`src/rtl/vram_arbiter.sv`:
```
// Text VRAM port arbiter: VGA cell fetch has priority, CPU uses the idle cycles.
// Define VRAM_ARB_POSTED_WRITE_EN to post CPU writes into a one-entry buffer.
module vram_arbiter #(
  parameter int ADDR_W = 11,
  parameter int DATA_W = 19
) (
  input  logic              clk,
  input  logic              reset,
  input  logic              vga_rdn,
  input  logic [31:0]       vga_addr,
  output logic [DATA_W-1:0] vram_out,
  input  logic              cpu_req,
  input  logic              cpu_we,
  input  logic [31:0]       cpu_addr,
  input  logic [31:0]       cpu_wdata,
  output logic [31:0]       cpu_rdata,
  output logic              cpu_ready,
  output logic [ADDR_W-1:0] ram_addr,
  output logic              ram_we,
  output logic [DATA_W-1:0] ram_din,
  input  logic [DATA_W-1:0] ram_dout
);
`ifdef VRAM_ARB_POSTED_WRITE_EN
  localparam bit POSTED = 1'b1;
`else
  localparam bit POSTED = 1'b0;
`endif

  typedef enum logic [1:0] {IDLE, WAIT, DONE} state_t;
  state_t state, state_n;

  logic [DATA_W-1:0] hold, rq_data, pb_data, rdata;
  logic [ADDR_W-1:0] last_addr, rq_addr, pb_addr;
  logic [ADDR_W-1:0] vga_word, cpu_word;
  logic hold_valid, rq_we, pb_valid;
  logic vga_need, cpu_own, drain, serve, post, take;
  logic unused;

  assign unused = ^{vga_addr[31:ADDR_W+2], vga_addr[1:0],
                    cpu_addr[31:ADDR_W+2], cpu_addr[1:0],
                    cpu_wdata[31:DATA_W]};

  assign vga_word = vga_addr[ADDR_W+1:2];
  assign cpu_word = cpu_addr[ADDR_W+1:2];
  assign vga_need = !vga_rdn &&
                    (!hold_valid || vga_word != last_addr);

  // A pending posted write takes the CPU slot before any queued request.
  assign cpu_own = !vga_need && (state == WAIT || pb_valid);
  assign drain   = cpu_own && pb_valid;
  assign serve   = cpu_own && state == WAIT && !pb_valid;
  assign post    = POSTED && state == IDLE && cpu_req &&
                   cpu_we && !pb_valid;
  assign take    = state == IDLE && cpu_req && !post;

  assign vram_out  = vga_need ? ram_dout : hold;
  assign cpu_ready = state == DONE;
  assign cpu_rdata = {{(32-DATA_W){1'b0}}, rdata};

  always_comb begin
    ram_addr = vga_word;
    ram_we   = 1'b0;
    ram_din  = rq_data;
    if (drain) begin
      ram_addr = pb_addr;
      ram_we   = 1'b1;
      ram_din  = pb_data;
    end else if (serve) begin
      ram_addr = rq_addr;
      ram_we   = rq_we;
    end
  end

  always_comb begin
    state_n = state;
    unique case (state)
      IDLE: begin
        if (post)      state_n = DONE;
        else if (take) state_n = WAIT;
      end
      WAIT:    if (serve) state_n = DONE;
      DONE:    state_n = IDLE;
      default: state_n = IDLE;
    endcase
  end

  always_ff @(posedge clk or posedge reset) begin
    if (reset) begin
      state      <= IDLE;
      hold       <= '0;
      last_addr  <= '0;
      hold_valid <= 1'b0;
      rq_we      <= 1'b0;
      rq_addr    <= '0;
      rq_data    <= '0;
      pb_valid   <= 1'b0;
      pb_addr    <= '0;
      pb_data    <= '0;
      rdata      <= '0;
    end else begin
      state <= state_n;
      if (take) begin
        rq_we   <= cpu_we;
        rq_addr <= cpu_word;
        rq_data <= cpu_wdata[DATA_W-1:0];
      end
      if (post) begin
        pb_valid <= 1'b1;
        pb_addr  <= cpu_word;
        pb_data  <= cpu_wdata[DATA_W-1:0];
      end else if (drain) begin
        pb_valid <= 1'b0;
      end
      if (serve && !rq_we)
        rdata <= ram_dout;
      // Snoop keeps the displayed cell coherent with CPU writes.
      if (vga_need) begin
        hold       <= ram_dout;
        last_addr  <= vga_word;
        hold_valid <= 1'b1;
      end else if (ram_we && ram_addr == last_addr) begin
        hold <= ram_din;
      end
    end
  end

endmodule

```
`config.mk`:
```
export PLATFORM = sky130hd
export DESIGN_NAME = vram_arbiter
export DESIGN_NICKNAME = d
export VERILOG_FILES = /design/src/rtl/vram_arbiter.sv
export SDC_FILE = /design/constraint.sdc
export NUM_CORES = 1
export LEC_CHECK = 0
export CORE_MARGIN = 2
export CORE_UTILIZATION = 36
export CTS_CLUSTER_SIZE = 28
export DETAILED_ROUTE_END_ITERATION = 8
export PLACE_DENSITY = 0.86
export SLEW_MARGIN = 0
export SYNTH_ARGS = -nofsm -noshare
export SYNTH_HDL_FRONTEND = slang
export SYNTH_SLANG_ARGS = --single-unit
```
`constraint.sdc`:
```
create_clock -name clk -period 3.3 [get_ports clk]
set_input_delay 0.99 -clock clk [delete_from_list [all_inputs] [get_ports clk]]
set_output_delay 0.99 -clock clk [all_outputs]
set_load 0.1 [all_outputs]
```
==> results.cfg, run 1 <==
[power]
p_leak_nw = 3.04
seqPwrFrac_pct = 27.1
p_sw_share_pct = 53.9
clkPwrFrac_pct = 11.7
p_comb_share_pct = 61.2
p_int_mw = 2.74
switching_power_mw = 3.19
worst_ir_drop_vdd_mv = 0.645
power_density_mw_per_mm2 = 917

[die]
initial_core_util_pct = 36.5
num_rows = 38
chipWidth_um = 108
ioPinCount = 203
core-area_mm2 = 0.0107
die_area_mm2 = 0.0117
die_y_um = 108

[synthesis]
ys_warn_count = 0
netlist_area_mm2 = 0.00391
synth_cell_type_count = 25
synth.area.top_cells = dfrtp_1, mux2_2, nand2_1, mux2i_1, mux2_4
synth_top_area_cell = dfrtp_1
synthArstFlopShare_pct = 100
seq_area_frac_synth_pct = 53.2
ys_seq_elements = 83
synth_edf_count = 0
syn_avg_cell_area_um2 = 12.2
synth_ff_type = dfrtp_1
synthCells = 320
yosysTopAreaCellShare_pct = 53.2

[timing]
finalMaxSlewViolations = 0
clock.fmax_mhz = 282
finalWorstSetupSlack_ns = -0.243
max_slew_margin_pct = 62.4
timing.final.crit_share_pct = 107
skew_ns = 0.00971
fin_crit_ns = 3.54
hold_violations = 0
setup_tns_ns = -5.25
setup_violations = 31
tightest_slew_ns = 0.563
rsz0062_at_grt = true

[drt]
detail_route.wl_per_cell_um = 17.1
drc_errors = 0
vias_per_cell = 4.84
first_pass_iters = 4
via_count = 3008
first_iter_violations = 100
routed_wl_um = 10600
postRouteAntennaNets = 0

[outcome]
violations = setup timing
status = complete, but fails checks

[final_layout]
num_antenna_cells = 0
area_growth_pct = 65.4
num-fill-cells = 814
nets = 597
postLayoutCellArea_mm2 = 0.00646
layout-drive-gt1-share_pct = 51.6

[clocking]
cts_tree = built
numCtsBuffers = 9
h-tree-depth = 3
ctsHoldBuffers = 0
ctsRootBufferMaster = clkbuf_8
cts.sinks = 83
path_clk_slew_ns = 0.08
cts_max_path_buffers = 2
worst_skew_pair.late_latency_ns = 0.35

[setup_path]
cp-end-kind = output pin
path_max_fanout = 8
cp.required_ns = 2.31
path_class = primary input to output pin
cp.arrival_ns = 2.55
reg2reg_depth = 7
reg2reg_slack_ns = 0.86
crit-reg2reg-launch = last_addr[4]
regToRegEndpoint = rdata[9]
start_kind = primary input
crit_path_start = vga_addr[7]
crit_path_end = ram_addr[1]

[grt]
grt_max_degree = 55
grt_remaining_overflow = 0
first_global_vias = 3224
antenna_found_initial = 0
track_usage_pct = 18.1
grt_pass1_wl_um = 16200

[hold_path]
worstHoldPathCells = 1
hp-class = flip-flop to flip-flop

[place]
port_buffers = 134
hpwl_um = 7320
place.gp.congestion = 0.756
placed_area_mm2 = 0.00596

[flow_run]
cap_viol_max_count = 0
stage by stage:
step	hold slack (ns)	power [mW]	worst slack (ns)	instances	utilization (%)
4_1_cts	0.480	5.92	-0.285	619	58.2
2_1_floorplan	0.435	4.27	-0.0572	332	-
3_5_place_dp	0.460	5.19	-0.741	601	55.8
3_3_place_gp	0.454	5.12	-0.735	601	55.8
6_report	0.486	5.93	-0.243	621	60.4
5_1_grt	0.500	6.14	-0.304	621	60.4
what timing repair did:
action	CTS	global route
gates cloned	0	3
endpoints found under the hold margin	0	0
gates resized for setup	69	41
setup endpoints to repair	31	31
setup buffers	3	2
pin swaps	15	22
placed cells by master, fill, tap and decap left out, drive strengths merged, types with 2 or more instances in the layout:
cell	synthesis	layout
nor4	3	3
xor2	11	11
clkbuf	10	14
nand4	4	4
dfrtp	83	83
nand2b	2	2
o21ai	19	19
conb	1	13
buf	18	107
mux2i	19	19
nand2	57	57
clkinv	0	3
clkdlybuf4s50	0	53
xnor2	11	11
mux2	72	72
sequential cells by signal, summed over array words and instances, names as in the netlist:
| signal | cells |
|---|---|
| hold | 19 |
| rq_addr | 11 |
| state | 2 |
| hold_valid | 1 |
| last_addr | 11 |
| rq_we | 1 |
| rq_data | 19 |
| rdata | 19 |
synthesized netlist by cell type (2+ instances only):
cell	count
mux2_2	62
buf_4	14
nand2_1	57
buf_2	3
nor4_1	3
mux2_4	10
inv_1	2
dfrtp_1	83
xnor2_1	11
mux2i_1	19
clkbuf_1	10
nand4_1	4
o21ai_0	19
nand2b_1	2
xor2_1	11
kinds of logic (layout without fill, tap and decap cells):
kind of cell	Yosys count	in the layout	share of synthesized area, %
compound gates	22	22	3.04
simple gates	71	71	7.69
xor+xnor	22	22	4.93
flops	83	83	53.2
mux	91	91	26.6
buf+inv	30	179	4.51
other cells	1	13	0.0960
how the worst min path moves through the flow:
stage	start	end	slack, ns
after global placement	hold_valid	hold_valid	0.45
after global routing	hold_valid	hold_valid	0.50
after detailed placement	hold_valid	hold_valid	0.46
after CTS	hold_valid	hold_valid	0.48
after floorplan	hold_valid	hold_valid	0.43
final	hold_valid	hold_valid	0.49
power by group through the flow:
| stage | registers [mW] | logic (mW) | clock network, mW |
|---|---|---|---|
| after global placement | 1.59 | 3.54 | 0 |
| after detailed placement | 1.62 | 3.58 | 0 |
| after floorplan | 3.17 | 1.10 | 0 |
| final | 1.61 | 3.63 | 0.694 |
| after global routing | 1.65 | 3.73 | 0.765 |
| after CTS | 1.60 | 3.61 | 0.711 |
worst max-delay path, cell delays in order:
cell and delay (ns):
buf_8 0.11, xnor2_4 0.12, nand4_1 0.14, o31a_2 0.41, nor2_4 0.13, buf_12 0.15, mux2_4 0.32, buf_12 0.17
per-layer routing:
layer	global-route usage [%]	part of all wire (%)	up-vias
met4	5.49	1.8	0
met3	4.76	5.2	17
met5	0	0	-
li1	-	-	1393
met2	32.6	53	94
met1	20.9	40	1504
final cells by class:
class | count | area [um2] | share of cell area [%]
tap | 140 | 175 | 2.71
clock inverter | 3 | 40.0 | 0.619
sequential | 83 | 2080 | 32.1
clock buffer | 12 | 135 | 2.09
inverter | 2 | 8.76 | 0.135
multi-input combinational | 219 | 2140 | 33.1
timing repair buffer | 162 | 1890 | 29.2
Note: power is estimated with default switching activity, not from simulation.
==> inputs of run 2 (changes only) <==
CELL_PAD_IN_SITES_DETAIL_PLACEMENT = 2   (was default)
CELL_PAD_IN_SITES_GLOBAL_PLACEMENT = 2   (was default)
CORE_UTILIZATION = 21   (was 36)
PLACE_DENSITY = 0.84   (was 0.86)
==> run 2 against run 1 <==
Compared with the run above:
- the run still ends with setup timing left
- worst hold slack improved by 0.020 ns
- critical path depth unchanged
- sequential power barely moved
==> results.cfg, run 2 (synthesized netlist as in run 1, its figures left out) <==
[die]
die_y_um = 140
core-area_mm2 = 0.0181
ioPinCount = 203
num_rows = 49
die_area_mm2 = 0.0197
initial_core_util_pct = 21.6
chipWidth_um = 140

[place]
hpwl_um = 9730
place.gp.congestion = 0.765
place_inst = 697
port_buffers = 134

[timing]
hold_violations = 0
timing.final.crit_share_pct = 111
max_slew_margin_pct = 60.9
setup_tns_ns = -6.62
rsz0062_at_grt = true
skew_ns = 0.00734
finalMaxSlewViolations = 0
fin_crit_ns = 3.66
tightest_slew_ns = 0.586
clock.fmax_mhz = 273
setup_violations = 31
finalWorstSetupSlack_ns = -0.356

[power]
power_density_mw_per_mm2 = 919
p_total_mw = 6.42
worst_ir_drop_vdd_mv = 0.329
switching_power_mw = 3.33
p_sw_share_pct = 51.9
seqPwrFrac_pct = 25.4
p_int_mw = 3.08
p_comb_share_pct = 57.7
p_leak_nw = 3.27
clkPwrFrac_pct = 16.9

[drt]
via_count = 3150
vias_per_cell = 4.34
drc_errors = 0
routed_wl_um = 14300
first_iter_violations = 35
detail_route.wl_per_cell_um = 19.7
postRouteAntennaNets = 0
first_pass_iters = 3

[grt]
grt_max_degree = 44
first_global_vias = 3795
track_usage_pct = 15.1
antenna_found_initial = 0
grt_remaining_overflow = 0
grt_pass1_wl_um = 22400

[outcome]
status = complete, but fails checks
violations = setup timing

[clocking]
cts_tree = built
path_clk_slew_ns = 0.06
ctsRootBufferMaster = clkbuf_16
cts_max_path_buffers = 2
numCtsBuffers = 9
cts.sinks = 83
worst_skew_pair.late_latency_ns = 0.35
h-tree-depth = 3

[setup_path]
path_max_fanout = 5
path_class = primary input to output pin
cp-end-kind = output pin
cp.required_ns = 2.31
start_kind = primary input
cp.arrival_ns = 2.67

[final_layout]
nets = 612
final_cells = 726
layout_commonest_cell = dfrtp_1
num_antenna_cells = 0
final_cell_mix = dfrtp_1, buf_4, clkdlybuf4s50_1
area_growth_pct = 78.7
layout-drive-gt1-share_pct = 56.9
top_regs = hold (19), rdata (19), rq_data (19)

[hold_path]
hp-class = flip-flop to flip-flop

[flow_run]
cap_viol_max_count = 0
[run 2: path summary, 6_finish.rpt]
check,start,to,slack [ns],cells after the start
worst max-delay path,vga_addr[2],ram_addr[6],-0.36,8
worst min-delay path,hold_valid,hold_valid,0.51,1
worst max register to register,last_addr[8],rdata[3],0.68,8
worst min register to register,hold_valid,hold_valid,0.51,1
max in group asynchronous,reset,hold[14],1.77,3
min in group asynchronous,reset,rq_addr[8],1.11,3
[run 2: per-layer routing]
metal	GRT usage [%]	routed length, um	vias up
met3	3.49	774	12
met2	28.2	7800	96
met1	17.0	5580	1629
met4	4.31	153	0
met5	0	0	-
li1	-	-	1413
[run 2: critical path, stage by stage]
cell and delay [ns]:
buf_8 0.11, xnor2_4 0.13, nand4_1 0.15, o31a_2 0.40, nor2_4 0.20, buf_6 0.18, mux2_4 0.33, buf_12 0.17
[run 2: power groups by stage]
stage	clock [mW]	combinational [mW]	sequential, mW
3_5_place_dp	0	3.61	1.64
4_1_cts	1.12	3.70	1.63
2_1_floorplan	0	1.10	3.17
5_1_grt	1.17	3.82	1.68
6_report	1.09	3.70	1.63
3_3_place_gp	0	3.56	1.59
[run 2: timing repair]
item                       4_1_cts  5_1_grt
hold endpoints to repair         0        0
setup buffers                    9        6
pin swaps                       29       21
hold buffers                     0        0
cloned                           3        1
gates resized for setup        129       28
setup endpoints to repair       31       31
[run 2: metrics by stage]
stage | hold WS [ns] | util [%] | setup slack (ns) | cell area [um2]
2_1_floorplan | 0.435 | - | -0.0572 | 4170
3_3_place_gp | 0.471 | 33.7 | -0.809 | 6100
3_5_place_dp | 0.464 | 33.7 | -0.906 | 6100
4_1_cts | 0.484 | 37.7 | -0.373 | 6820
5_1_grt | 0.530 | 38.6 | -0.424 | 6980
6_report | 0.506 | 38.6 | -0.356 | 6980
[run 2: area by class of cell]
type	count	area [um2]
clock buffers	11	233
clock inverters	5	77.6
fillers	1814	11100
inverters	2	8.76
multi-input cells	219	2230
flip-flops and latches	83	2080
well taps	229	287
repair buffers	177	2070
